==> src/rtl/sort_pkg.sv <==
// Shared definitions for the 16x8-bit sorter datapath: the feeder, the sorter
// and the output-side drain stage all agree on frame size and pad byte here.
package sort_pkg;

  localparam int SORT_NB = 16;
  localparam logic [7:0] SORT_PAD_BYTE = 8'hFF;

  typedef logic [8*SORT_NB-1:0] frame_t;

  // Number of set flags in a two-bank full vector.
  function automatic logic [1:0] count_full(input logic [1:0] full);
    return {1'b0, full[0]} + {1'b0, full[1]};
  endfunction

endpackage

==> src/rtl/feeder_bank.sv <==
// One frame bank of the sort feeder: NB byte lanes, single-byte write by
// index, plus pad fill of the lanes from the write index onward. When a byte
// is written in the same cycle as a pad, the byte keeps its lane and padding
// starts at the following lane.
module feeder_bank
  import sort_pkg::*;
#(
  parameter int NB = SORT_NB,
  localparam int IW = $clog2(NB)
) (
  input  logic            clk,
  input  logic            rst_n,
  input  logic            wr_en,
  input  logic [IW-1:0]   wr_idx,
  input  logic [7:0]      wr_data,
  input  logic            pad_en,
  output logic [8*NB-1:0] data
);

  // Lane storage: indexed byte write has priority over pad fill on its lane.
  always_ff @(posedge clk or negedge rst_n) begin
    if (!rst_n) begin
      data <= '0;
    end else begin
      for (int i = 0; i < NB; i++) begin
        if (wr_en && (wr_idx == IW'(i))) begin
          data[8*i +: 8] <= wr_data;
        end else if (pad_en && (IW'(i) >= wr_idx)) begin
          data[8*i +: 8] <= SORT_PAD_BYTE;
        end
      end
    end
  end

endmodule

==> src/rtl/sort_feeder.sv <==
// Upstream stage of the 16x8-bit sorter. Packs a valid/ready byte stream into
// NB-byte frames held in two ping-pong banks and launches each full frame into
// the sorter with a one-cycle en strobe whenever the sorter is not busy.
// Optional feature: define SORT_FEEDER_FLUSH_EN to add flush_i, which closes a
// partially filled frame by padding its remaining lanes with SORT_PAD_BYTE.
module sort_feeder
  import sort_pkg::*;
#(
  parameter int NB = SORT_NB,
  parameter int CW = 16
) (
  input  logic            clk_i,
  input  logic            rst_ni,
  input  logic            in_valid_i,
  input  logic [7:0]      in_data_i,
  output logic            in_ready_o,
  input  logic            sort_busy_i,
  output logic            sort_en_o,
  output logic [8*NB-1:0] sort_data_o,
  output logic [1:0]      pending_o,
  output logic [CW-1:0]   frame_cnt_o
`ifdef SORT_FEEDER_FLUSH_EN
  ,
  input  logic            flush_i
`endif
);

  localparam int IW = $clog2(NB);

  logic            wr_bank;
  logic            rd_bank;
  logic [1:0]      full;
  logic [1:0]      full_nxt;
  logic [IW-1:0]   idx;
  logic [CW-1:0]   frame_cnt;
  logic [1:0]      pending;
  logic            accept;
  logic            complete;
  logic            flush_do;
  logic            close;
  logic            launch;
  logic [8*NB-1:0] bank_data [2];

  assign in_ready_o  = ~full[wr_bank];
  assign accept      = in_valid_i & in_ready_o;
  assign complete    = accept & (idx == IW'(NB-1));
  // A flush that coincides with the completing byte is redundant: the frame
  // is already closing on its own.
`ifdef SORT_FEEDER_FLUSH_EN
  assign flush_do    = flush_i & ~full[wr_bank] & (idx != '0) & ~complete;
`else
  assign flush_do    = 1'b0;
`endif
  assign close       = complete | flush_do;
  assign launch      = full[rd_bank] & ~sort_busy_i;

  assign sort_en_o   = launch;
  assign sort_data_o = rd_bank ? bank_data[1] : bank_data[0];
  assign pending_o   = pending;
  assign frame_cnt_o = frame_cnt;

  feeder_bank #(.NB(NB)) u_bank0 (
    .clk     (clk_i),
    .rst_n   (rst_ni),
    .wr_en   (accept & ~wr_bank),
    .wr_idx  (idx),
    .wr_data (in_data_i),
    .pad_en  (flush_do & ~wr_bank),
    .data    (bank_data[0])
  );

  feeder_bank #(.NB(NB)) u_bank1 (
    .clk     (clk_i),
    .rst_n   (rst_ni),
    .wr_en   (accept & wr_bank),
    .wr_idx  (idx),
    .wr_data (in_data_i),
    .pad_en  (flush_do & wr_bank),
    .data    (bank_data[1])
  );

  // Next full flags: closing only ever targets an empty bank and launching
  // only a full one, so the two updates never touch the same bank.
  always_comb begin
    full_nxt = full;
    if (launch) full_nxt[rd_bank] = 1'b0;
    if (close)  full_nxt[wr_bank] = 1'b1;
  end

  // Bank pointers, fill index, full flags, pending count and launch counter.
  always_ff @(posedge clk_i or negedge rst_ni) begin
    if (!rst_ni) begin
      wr_bank   <= 1'b0;
      rd_bank   <= 1'b0;
      idx       <= '0;
      full      <= '0;
      pending   <= '0;
      frame_cnt <= '0;
    end else begin
      if (close) begin
        idx     <= '0;
        wr_bank <= ~wr_bank;
      end else if (accept) begin
        idx     <= idx + 1'b1;
      end
      if (launch) begin
        rd_bank   <= ~rd_bank;
        frame_cnt <= frame_cnt + 1'b1;
      end
      full    <= full_nxt;
      pending <= count_full(full_nxt);
    end
  end

endmodule

==> config.mk <==
export PLATFORM = sky130hd
export DESIGN_NAME = sort_feeder
export DESIGN_NICKNAME = d
export VERILOG_FILES = /design/src/rtl/sort_pkg.sv /design/src/rtl/feeder_bank.sv /design/src/rtl/sort_feeder.sv
export SDC_FILE = /design/constraint.sdc
export NUM_CORES = 1
export LEC_CHECK = 0
export ABC_AREA = 1
export BUFFER_PORTS_ARGS = -buffer_cell sky130_fd_sc_hd__buf_4
export CORE_MARGIN = 2
export CORE_UTILIZATION = 55
export DETAILED_ROUTE_END_ITERATION = 16
export PLACE_DENSITY = 0.76
export REMOVE_ABC_BUFFERS = 1
export SLEW_MARGIN = 20
export SYNTH_ARGS = -nofsm -noshare
export SYNTH_HDL_FRONTEND = slang
export SYNTH_SLANG_ARGS = --single-unit
==> constraint.sdc <==
create_clock -name clk_i -period 2.15 [get_ports clk_i]
set_input_delay 0.215 -clock clk_i [delete_from_list [all_inputs] [get_ports clk_i]]
set_output_delay 0.215 -clock clk_i [all_outputs]
set_load 0.005 [all_outputs]
==> results of run 1 <==
area by class of cell:
type	count	area (um^2)	share of cell area [%]
multi-input cells	957	4700	30.0
repair buffers	187	1500	9.58
flip-flops and latches	282	7060	45.0
inverters	253	953	6.08
clock inverters	18	231	1.48
well taps	319	399	2.55
clock buffers	38	832	5.31
stage by stage:
step                      worst slack (ps)  power (uW)  area, um^2  setup TNS, ps
after global routing                 -11.1       25100       15700          -11.1
after detailed placement               187       17900       14500              0
final                                 1.75       23500       15700              0
after floorplan                      -3130       12800       12700        -322650
after global placement                 309       17600       14500              0
after CTS                             1.03       23600       15700              0
flip-flops by register name (all words and copies together), names as in the netlist:
| register | cells |
|---|---|
| u_bank0.data | 128 |
| u_bank1.data | 128 |
| frame_cnt_o | 16 |
| idx | 4 |
| full | 2 |
| pending_o | 2 |
| rd_bank | 1 |
| wr_bank | 1 |
worst max-delay path: stages (launching register included):
cell	delay [ps]
dfrtp_4	570
buf_12	220
o21ai_0	370
buf_4	180
power groups by stage:
stage / Combinational [uW] / Clock, uW / Sequential (uW)
finish: 9310 / 5520 / 8640
floorplan: 4200 / 0 / 8630
CTS: 9360 / 5600 / 8640
detailed placement: 9120 / 0 / 8740
global placement: 8900 / 0 / 8680
global route: 10400 / 5810 / 8900
kinds of logic after synthesis:
group                      Yosys count  share of synthesized area [%]
AOI/OAI and AO/OA                  384                           14.7
DFF                                282                           53.3
buffers and inverters              339                           11.2
adders and majority gates            6                          0.567
xor gates and xnor gates             9                          0.596
and+or+nand+nor                    558                           19.6
what timing repair did:
action / in CTS / in global routing
resized for setup: 6 / 15
endpoints found under the setup margin: 36 / 21
buffers inserted: 4 / 1
hold buffers: 2 / 0
endpoints found under the hold margin: 57 / 0
pin swaps: 0 / 2
final timing paths:
kind,slack (ps),start,cells after the start,to
max,2,rd_bank,3,sort_data_o[34]
min,140,in_data_i[0],3,u_bank1.data[96]
max in group asynchronous,1170,rst_ni,3,u_bank0.data[42]
max reg2reg,210,idx[1],5,u_bank0.data[43]
min in group asynchronous,200,rst_ni,2,u_bank1.data[26]
min reg2reg,470,u_bank0.data[126],2,u_bank0.data[126]
layout by cell type, fill, tap and decap left out, types with 2 or more instances in the layout:
cell,synthesis,layout
clkbuf_1,35,4
clkinv_4,0,2
nand3_1,19,19
clkinvlp_4,0,2
dfrtp_1,282,281
bufinv_16,0,5
o21ai_2,7,8
nand2_8,3,3
nor3_4,24,24
nand2_1,474,474
inv_1,249,248
clkbuf_16,0,31
clkinv_2,1,9
xnor2_1,2,2
ha_1,6,6
dlygate4sd3_1,0,2
o21ai_1,19,35
inv_2,2,3
nor2_4,8,8
buf_12,0,6
nand2_2,5,5
o21ai_0,358,341
nand4_1,5,5
nor2_1,13,13
clkbuf_8,0,3
buf_4,19,176
buf_8,0,2
nand2_4,2,2
xor2_1,7,7
routing by layer:
metal	routed length, um	part of all wire [%]	track usage, %	up-vias
met2	15000	48	41.8	268
met5	0	0	0	-
met1	14100	45	35.0	4991
li1	-	-	-	5169
met4	657	2.1	6.20	0
met3	1760	5.6	3.80	50
==> flow_summary.json, run 1 <==
{
  "synth.avg_cell_area_um2": 8.39,
  "max-cap-violations": 0,
  "grtUsageTotal_pct": 25.1,
  "wl_per_cell_um": 15.3,
  "yosys.area.top_type": "dfrtp_1",
  "synthFlopType": "dfrtp_1",
  "power_density_nw_per_um2": 1500,
  "dpl.cell_count": 1991,
  "startpoint_type": "flop",
  "antenna_left": 0,
  "crit_path_max_fanout": 67,
  "grt_pass1_vias": 10100,
  "max_freq_mhz": 465,
  "yosys-top-cells-count": "474 x nand2_1, 358 x o21ai_0, 282 x dfrtp_1",
  "cts_buffers": 30,
  "final_util_pct": 66.6,
  "yosysSeqAreaShare_pct": 53.3,
  "pwr-share-comb_pct": 39.7,
  "seq_power_share_pct": 36.8,
  "setup_viol": 0,
  "clockBufferDepth": 3,
  "hp-class": "input pin to flop",
  "die_area_um2": 25300,
  "path_class": "flop to output pin",
  "synth.distinct_cells": 30,
  "ir_worst_vdd_mv": 1.01,
  "p_leak_uw": 0.00775,
  "synth_top_area_share_pct": 53.3,
  "finalMaxSlewViolations": 0,
  "synth.ff_latch_count": 282,
  "drive_above_1_share_pct": 17.1,
  "grt_antenna_before_repair": 0,
  "dr.pass1.iters": 7,
  "yosys_warnings": 0,
  "fillCellCount": 1969,
  "switching_power_uw": 8440,
  "grt_pass1_wl_mm": 52.2,
  "finalHoldViolCount": 0,
  "vias_per_cell": 5.10,
  "relSlewSlack_pct": 58.7,
  "clk_latency_ps": 550,
  "drt-initial-drc-count": 856,
  "tightest_slew_ps": 619,
  "timing.hold.ws_ps": 136,
  "synth_cells": 1578,
  "nets": 1729,
  "htree_levels": 1,
  "status": "finished, final reports clean",
  "start_util_pct": 56.2,
  "grt_overflow": 0,
  "finalNonFillerCells": 2054,
  "crit_arrival_ps": 1930,
  "clk_pin_slew_ps": 60,
  "cts.sinks": 282,
  "coreArea_um2": 23500,
  "async_flop_share_pct": 100,
  "cts_tree": "built",
  "switching_share_pct": 35.9,
  "n_antenna_cell": 0,
  "io_buffers": 159,
  "finClkSkew_ps": 9.45,
  "synth_area_leaders": "dfrtp_1 53%, o21ai_0 14%, nand2_1 13%",
  "gp_congestion": 0.784,
  "pwr-share-clk_pct": 23.5,
  "syn_to_final_growth_pct": 18.5,
  "synth.most_common_cell": "nand2_1",
  "dp_hpwl_mm": 19.0,
  "dieWidth_um": 159,
  "drcViolationCount": 0,
  "die_h_um": 159,
  "grt_max_degree": 72,
  "floorplan.io_pins": 160,
  "worstSetupEndpointType": "output pin",
  "clock-root-buffer": "clkbuf_16",
  "rsz0062_at_grt": "true",
  "layout_min_cycle_time_ps": 2150,
  "rows": 56,
  "synth_edf_count": 0,
  "post-route-period-util_pct": 99.9,
  "vias": 10500,
  "power.internal_uw": 15000,
  "netlist_area_um2": 13200,
  "cp_data_required_time_ps": 1930,
  "routed_wl_mm": 31.5
}
Power figures use the tool's default switching activity.
==> run 2: changes to the inputs <==
--- a/config.mk
+++ b/config.mk
@@ -10,6 +10,7 @@
 export CORE_MARGIN = 2
 export CORE_UTILIZATION = 55
 export DETAILED_ROUTE_END_ITERATION = 16
+export MAX_ROUTING_LAYER = met4
 export PLACE_DENSITY = 0.76
 export REMOVE_ABC_BUFFERS = 1
 export SLEW_MARGIN = 20
==> run 2 against run 1 <==
  * Clock skew shrank 1.2 ps
  * Final cell count is the same
  * Total power is essentially flat
  * Critical endpoint unchanged
==> flow_summary.json, run 2 (same netlist as run 1, synthesis figures left out) <==
{
  "syn_to_final_growth_pct": 18.5,
  "mostFrequentLayoutCells": "474 x nand2_1, 341 x o21ai_0, 281 x dfrtp_1",
  "crit_chain": "buf_12, o21ai_0, buf_4",
  "status": "finished, final reports clean",
  "worstSetupEndpointType": "output pin",
  "nets": 1729,
  "die_h_um": 159,
  "power_density_nw_per_um2": 1500,
  "finClkSkew_ps": 8.30,
  "startpoint_type": "flop",
  "critPathLaunch": "rd_bank",
  "clk_pin_slew_ps": 60,
  "cts_tree": "built",
  "grt_antenna_before_repair": 0,
  "worstReg2RegStart": "idx[1]",
  "cp_data_required_time_ps": 1930,
  "cts_buffers": 30,
  "path_class": "flop to output pin",
  "finalNonFillerCells": 2054,
  "coreArea_um2": 23500,
  "dp_hpwl_mm": 19.0,
  "grt_overflow": 0,
  "final.setup.worst_slack_ps": 14.1,
  "grt_max_degree": 72,
  "dpl.cell_count": 1991,
  "ir_worst_vdd_mv": 1.00,
  "clk_latency_ps": 550,
  "tightest_slew_ps": 627,
  "io_buffers": 159,
  "wl_per_cell_um": 15.4,
  "hp-class": "input pin to flop",
  "max_freq_mhz": 468,
  "htree_levels": 1,
  "worstHoldStart": "in_data_i[0]",
  "drcViolationCount": 0,
  "pre_cts_ws_ps": 187,
  "finalMaxSlewViolations": 0,
  "gp_congestion": 0.795,
  "fillCellCount": 1969,
  "die_area_um2": 25300,
  "clockBufferDepth": 3,
  "rsz0062_at_grt": "true",
  "floorplan.io_pins": 160,
  "crit_arrival_ps": 1920,
  "max-cap-violations": 0,
  "clock-root-buffer": "clkbuf_16",
  "drt-initial-drc-count": 831,
  "cts.sinks": 282,
  "crit_path_max_fanout": 67,
  "n_antenna_cell": 0,
  "antenna_left": 0,
  "finalHoldViolCount": 0,
  "drive_above_1_share_pct": 17.1,
  "dieWidth_um": 159,
  "max_stage_delay_ps": 570,
  "cp_slowest_cell": "dfrtp_4",
  "vias_per_cell": 5.10,
  "layout_commonest_cell": "nand2_1",
  "relSlewSlack_pct": 58.2,
  "grtUsageTotal_pct": 25.9,
  "start_util_pct": 56.2,
  "routed_wl_mm": 31.6,
  "setup_viol": 0,
  "layout_min_cycle_time_ps": 2140,
  "grt_pass1_vias": 10100,
  "grt_pass1_wl_mm": 52.2,
  "rows": 56,
  "p_leak_uw": 0.00775,
  "vias": 10500,
  "totalNegativeSetupSlack_ps": 0,
  "dr.pass1.iters": 5,
  "post-route-period-util_pct": 99.3
}
run 2: cell counts in the layout (fill, tap and decap cells not counted):
Identical to the previous run, type by type.
run 2: metrics by stage:
step / power, uW / instance area, um^2 / hold WS [ps] / utilization, %
4_1_cts: 23600 / 15700 / 121 / 66.5
6_report: 23500 / 15700 / 139 / 66.6
5_1_grt: 25100 / 15700 / 140 / 66.6
3_3_place_gp: 17600 / 14500 / 199 / 61.7
2_1_floorplan: 12800 / 12700 / -80.6 / -
3_5_place_dp: 17900 / 14500 / 199 / 61.7
run 2: worst paths after layout:
path                                     endpoint  slack, ps  cells past startpoint
max in group asynchronous        u_bank1.data[56]       1180                      3
min in group asynchronous        u_bank1.data[26]        200                      2
worst max register to register   u_bank0.data[43]        190                      5
worst min register to register  u_bank0.data[126]        470                      2
worst min-delay path             u_bank1.data[96]        140                      3
worst max-delay path              sort_data_o[34]         10                      3
run 2: routing by layer:
metal,global-route usage [%],routed length (um),vias up
li1,-,-,5171
met1,35.2,14300,4997
met2,41.7,15000,258
met3,3.65,1690,43
met4,6.20,606,0
met5,-,0,-
run 2: final cells by class:
| cell class | instances | area (um^2) | share of cell area [%] |
|---|---|---|---|
| Sequential cell | 282 | 7060 | 45.0 |
| Clock inverter | 18 | 231 | 1.48 |
| Timing Repair Buffer | 187 | 1500 | 9.58 |
| Clock buffer | 38 | 832 | 5.31 |
| Inverter | 253 | 953 | 6.08 |
| Tap cell | 319 | 399 | 2.55 |
| Multi-Input combinational cell | 957 | 4700 | 30.0 |
run 2: timing repair:
action	CTS	global route
endpoints found under the hold margin	57	0
buffers inserted	4	1
gates cloned	0	0
pin swaps	0	2
endpoints found under the setup margin	36	20
hold buffers	2	0
gates resized for setup	6	15
run 2: report_power, final:
part / switching [uW] / leakage [uW] / internal (uW)
registers: 1050 / 0.00321 / 7590
clock network: 2190 / 0.000523 / 3340
logic: 5210 / 0.00402 / 4110
total: 8450 / 0.00775 / 15000
run 2: critical path, delay by kind of cell (launching register included):
| family | cells | cell delay (ps) |
|---|---|---|
| buffers and inverters | 2 | 400 |
| AOI/OAI and AO/OA | 1 | 360 |
| DFF | 1 | 570 |
